<file path="config.mk">
export PLATFORM = sky130hd
export DESIGN_NAME = regfile_param
export DESIGN_NICKNAME = d
export VERILOG_FILES = /design/src/rtl/regfile_pkg.sv /design/src/rtl/regfile_read_lane.sv /design/src/rtl/regfile_param.sv
export SDC_FILE = /design/constraint.sdc
export NUM_CORES = 1
export LEC_CHECK = 0
export CAP_MARGIN = 20
export CORE_UTILIZATION = 40
export CTS_CLUSTER_SIZE = 24
export DETAILED_ROUTE_END_ITERATION = 7
export MAX_ROUTING_LAYER = met4
export PLACE_DENSITY = 0.56
export RECOVER_POWER = 50
export SLEW_MARGIN = 20
export SYNTH_ARGS = -nofsm -noshare
export SYNTH_HDL_FRONTEND = slang
export SYNTH_SLANG_ARGS = --single-unit
</file>
<file path="constraint.sdc">
create_clock -name clk -period 5.44 [get_ports clk]
set_input_delay 1.632 -clock clk [delete_from_list [all_inputs] [get_ports clk]]
set_output_delay 1.632 -clock clk [all_outputs]
set_load 0.005 [all_outputs]
</file>
<file path="src/rtl/regfile_pkg.sv">
// Shared types and helpers for the parametrised register file.
package regfile_pkg;

  typedef enum logic {INIT = 1'b0, RUN = 1'b1} state_t;

  // Widest data path the init-value helper can produce; callers size-cast down.
  localparam int INIT_W = 64;

  function automatic int depth_of(input int addr_w);
    return 1 << addr_w;
  endfunction

  function automatic logic [INIT_W-1:0] init_value(input logic [INIT_W-1:0] idx,
                                                   input logic mode);
    return mode ? idx : '0;
  endfunction

endpackage

</file>
<file path="src/rtl/regfile_read_lane.sv">
// One read port: zero-register / write-through bypass / memory select.
// Latency: combinational. Backpressure: none; lane reads 0 until the file is ready.
module regfile_read_lane
  import regfile_pkg::*;
#(
  parameter int DATA_W   = 32,
  parameter int ADDR_W   = 5,
  parameter int ZERO_REG = 1
) (
  input  logic              i_ready,
  input  logic [ADDR_W-1:0] i_rd_addr,
  input  logic              i_wr_en,
  input  logic [ADDR_W-1:0] i_wr_addr,
  input  logic [DATA_W-1:0] i_wr_dat,
  input  logic [DATA_W-1:0] i_mem_dat,
  output logic [DATA_W-1:0] o_rd_dat
);

  logic w_zero_hit;
  logic w_byp_hit;

  assign w_zero_hit = (ZERO_REG != 0) && (i_rd_addr == '0);
  assign w_byp_hit  = i_wr_en && (i_wr_addr == i_rd_addr);

  // Zero register outranks the bypass so a write to entry 0 never leaks through.
  always_comb begin
    o_rd_dat = i_mem_dat;
    if (!i_ready || w_zero_hit) begin
      o_rd_dat = '0;
    end else if (w_byp_hit) begin
      o_rd_dat = i_wr_dat;
    end
  end

endmodule

</file>
<file path="src/rtl/regfile_param.sv">
// Parametrised register file with N_RD combinational read ports, one write port and a
// reset-driven init sequencer. Latency: reads combinational, writes visible next cycle.
module regfile_param
  import regfile_pkg::*;
#(
  parameter int DATA_W    = 32,
  parameter int ADDR_W    = 5,
  parameter int N_RD      = 2,
  parameter int ZERO_REG  = 1,
  parameter int INIT_MODE = 1
) (
  input  logic                     clk,
  input  logic                     rst,
  input  logic                     RegWrt,
  input  logic [ADDR_W-1:0]        WrtReg,
  input  logic [DATA_W-1:0]        WrtData,
  input  logic [N_RD*ADDR_W-1:0]   RdReg,
  output logic [N_RD*DATA_W-1:0]   RdData,
  output logic                     ready,
  output logic                     init_busy
);

  localparam int                DEPTH = depth_of(ADDR_W);
  localparam logic [ADDR_W-1:0] LAST  = ADDR_W'(DEPTH - 1);

  state_t            r_state;
  state_t            w_state_nxt;
  logic [ADDR_W-1:0] r_init_cnt;
  logic [ADDR_W-1:0] w_init_cnt_nxt;
  logic [DATA_W-1:0] r_mem [DEPTH];

  logic              w_we;
  logic [ADDR_W-1:0] w_wa;
  logic [DATA_W-1:0] w_wd;
  logic [DATA_W-1:0] w_init_dat;
  logic              w_run_wr;
  logic              w_byp_en;

  always_ff @(posedge clk) begin
    if (rst) begin
      r_state    <= INIT;
      r_init_cnt <= '0;
    end else begin
      r_state    <= w_state_nxt;
      r_init_cnt <= w_init_cnt_nxt;
    end
  end

  always_comb begin
    w_state_nxt    = r_state;
    w_init_cnt_nxt = r_init_cnt;
    if (r_state == INIT) begin
      w_init_cnt_nxt = r_init_cnt + 1'b1;
      if (r_init_cnt == LAST) begin
        w_state_nxt = RUN;
      end
    end
  end

  assign ready     = (r_state == RUN);
  assign init_busy = ~ready;

  assign w_init_dat = DATA_W'(init_value(INIT_W'(r_init_cnt), INIT_MODE != 0));
  assign w_run_wr   = ready && RegWrt && !((ZERO_REG != 0) && (WrtReg == '0));
  assign w_byp_en   = ready && RegWrt;

  // Sequencer and writeback share the single write port; reset cycles write nothing.
  always_comb begin
    w_we = 1'b0;
    w_wa = WrtReg;
    w_wd = WrtData;
    if (!rst) begin
      if (r_state == INIT) begin
        w_we = 1'b1;
        w_wa = r_init_cnt;
        w_wd = w_init_dat;
      end else if (w_run_wr) begin
        w_we = 1'b1;
      end
    end
  end

  always_ff @(posedge clk) begin
    if (w_we) begin
      r_mem[w_wa] <= w_wd;
    end
  end

  for (genvar k = 0; k < N_RD; k++) begin : g_rd
    regfile_read_lane #(
      .DATA_W   (DATA_W),
      .ADDR_W   (ADDR_W),
      .ZERO_REG (ZERO_REG)
    ) u_lane (
      .i_ready   (ready),
      .i_rd_addr (RdReg[k*ADDR_W +: ADDR_W]),
      .i_wr_en   (w_byp_en),
      .i_wr_addr (WrtReg),
      .i_wr_dat  (WrtData),
      .i_mem_dat (r_mem[RdReg[k*ADDR_W +: ADDR_W]]),
      .o_rd_dat  (RdData[k*DATA_W +: DATA_W])
    );
  end

endmodule

</file>
==> impl_metrics.ini <==
[critical_path]
max_stage_delay_ns = 1.72
crit_type = input port to flip-flop
crit_path_start_kind = input port
critical_path.cell_chain = dlygate4sd3_1 -> nor2_1 -> nand2_1 -> clkbuf_1 -> and2_0 -> nand2_1 -> nor2_1 -> buf_12
cp-end-kind = flip-flop
crit_family = simple AND/OR/NAND/NOR gates
cp_max_fo = 13
required_ns = 5.82
cp_data_arrival_time_ns = 5.83
path_buf_inv = 3
crit_start = rst
critPathSlowestCell = nor2_1
r2r_start = ready

[detailed_routing]
vias_per_cell = 6.50
wl_per_cell_um = 36.6
drc = 0
num_vias = 32400
drt_iter0_drc = 4043
final_antenna_net_count = 0
first_pass_iters = 7
routed_wl_um = 183000

[timing]
setup_viol = 3
fmax_ghz = 0.184
maxSlewViolCount = 227
rsz0062_at_grt = true
relSlewSlack_pct = -53.5
finalCritPeriodShare_pct = 100
worst-slew-pin-transition_ns = 2.29
fin_ws_ns = -0.00786
post-route-min-period_ns = 5.45
hold_viol = 0
skew_ns = 0.0297

[global_routing]
grt_pass1_wl_um = 253000
grt-ovfl-total = 0
grt_pass1_vias = 32500
antenna_found_initial = 1
grt_max_degree = 37
grt_use_total_pct = 30.3

[die]
core_sq_um = 121000
die_h_um = 352
ios = 116
initial_core_util_pct = 40.5
fp.dieW_um = 352
fp.dieArea_sq_um = 124000
rows = 127

[synth]
synthFlopType = edfxtp_1
ys_async_sr_fraction_pct = 0
ys_ff_latch = 1030
yosys.area.top_type_share_pct = 62.9
ys_seq_area_share_pct = 63.1
syn-num-nets = 2806
syn-mean-instance-area_sq_um = 17.8
synth_area_sq_um = 48900
ys_warn_count = 0
synth_area_leaders = edfxtp_1 63%, mux4_2 17%, mux2i_1 7.3%
syn_inst = 2754
synth_common_cells = 1,024 x edfxtp_1, 377 x mux4_2, 355 x mux2i_1, 151 x nand2_1, 93 x buf_2
synth_largest_area_cell = edfxtp_1
synthDistinctLibCells = 53
yosysMostFrequentCell = edfxtp_1
synth_edf_count = 1024

[clock_tree]
cts.clk_slew.worst_paths_ns = 0.06
cts.htree.levels = 3
clockBufferDepth = 3
cts_sinks = 1030
cts_tree = yes
clk_latency_ns = 0.73
cts-root-buf = clkbuf_16
cts_buffers = 111

[final_layout]
fin_nets = 3336
fill_cells = 9727
final_area_sq_um = 61500
areaGrowthSynthToFinish_pct = 25.9
final_layout_size_suffix_gt1_share_pct = 36.0

[power]
peakVddDrop_v = 0.000265
powerDensity_nw_per_um2 = 306
p_leak_uw = 0.0215

[placed_design]
dp_hpwl_um = 110000
placed_cell_area_sq_um = 56000
place_ws_ns = -0.417
port_buffers = 115
place_congestion = 0.886

[run_status]
status = complete, but fails checks
failed_checks = max-capacitance violations, max-slew violations, negative setup slack

[min_path]
hold_start = r_init_cnt[2]
hp-class = flip-flop to flip-flop

[run]
cap_viol_max_count = 11
## cell usage in the layout (no fill, tap or decap), types with 23 or more instances in the layout
| cell | instances |
|---|---|
| a21oi_1 | 76 |
| a221o_1 | 30 |
| a221oi_1 | 43 |
| a22oi_1 | 43 |
| a32o_1 | 23 |
| buf_12 | 119 |
| buf_16 | 26 |
| buf_4 | 320 |
| buf_6 | 24 |
| clkbuf_1 | 35 |
| clkbuf_16 | 116 |
| clkdlybuf4s50_1 | 35 |
| clkinv_2 | 26 |
| dlygate4sd2_1 | 50 |
| edfxtp_1 | 1024 |
| mux2i_1 | 337 |
| mux4_2 | 377 |
| nand2_1 | 149 |
| nor2_1 | 27 |
| o21ai_0 | 77 |
| o22ai_1 | 28 |
## state kept, by name, summed over array words and instances (netlist names)
| signal | count |
|---|---|
| ready | 1 |
| r_init_cnt | 5 |
| r_mem | 1024 |
## power breakdown
group | total, uW | switching [uW] | internal [uW]
logic | 1920 | 1070 | 856
registers | 8860 | 34.8 | 8830
clock network | 8020 | 3280 | 4740
## logic make-up after synthesis
| family | Yosys count | synth area share, % |
|---|---|---|
| adder cells (fa/ha/maj) | 2 | 0.0512 |
| buffers and inverters | 231 | 2.60 |
| multiplexers | 745 | 24.9 |
| AO/OA/AOI/OAI | 450 | 6.45 |
| AND/OR/NAND/NOR | 283 | 2.59 |
| flip-flops | 1030 | 63.1 |
| XOR/XNOR | 13 | 0.233 |
## per-stage QoR
stage | total power, uW | utilization, % | TNS, ns | std cells | hold slack, ns
finish | 18800 | 51.0 | -0.0219 | 4995 | 0.608
global route | 19200 | 51.0 | -0.0721 | 4994 | 0.646
CTS | 18800 | 50.7 | -0.141 | 4965 | 0.610
detailed placement | 10800 | 46.4 | -16.95 | 4688 | 0.603
global placement | 10800 | 46.4 | -20.96 | 4687 | 0.551
floorplan | 9950 | - | 0 | 2754 | 0.519
## layer usage
| metal | track usage [%] | wire length, um | vias to the layer above |
|---|---|---|---|
| met4 | 12.4 | 8690 | 0 |
| li1 | - | - | 12800 |
| met2 | 47.8 | 87200 | 2049 |
| met1 | 39.1 | 70800 | 17200 |
| met5 | - | 0 | - |
| met3 | 5.03 | 15800 | 442 |
## worst register-to-register path, stage by stage (launching register included)
cell and delay [ns]:
dfxtp_1 0.74, nor2_1 0.36, nand2_1 0.15, clkbuf_1 0.46
and2_0 0.29, nand2_1 0.15, nor2_1 1.72, buf_12 0.29
## worst paths after layout
kind	to	slack (ns)	cells past startpoint
hold reg to reg	r_init_cnt[2]	0.61	2
setup / recovery	r_mem[1][25]	-0.008	8
setup reg to reg	r_mem[1][25]	0.92	7
hold / removal	r_init_cnt[2]	0.61	2
## final cells by class
cell class              count  area, sq um  area share, %
diodes                      2         5.00        0.00813
repair buffers            641         7270           11.8
multi-input cells        1493        17500           28.4
clock inverters            79          963           1.57
flip-flops and latches   1030        30900           50.2
well taps                1612         2020           3.28
clock buffers             131         2870           4.67
inverters                   7         31.3         0.0508
## what timing repair did
item                       CTS  global route
gates cloned                11             4
hold buffers                 0             0
buffers inserted            57            26
gates resized for setup    228            64
pin swaps                   31            17
setup endpoints to repair   64            38
No activity file was read; power rests on OpenSTA's default activity.
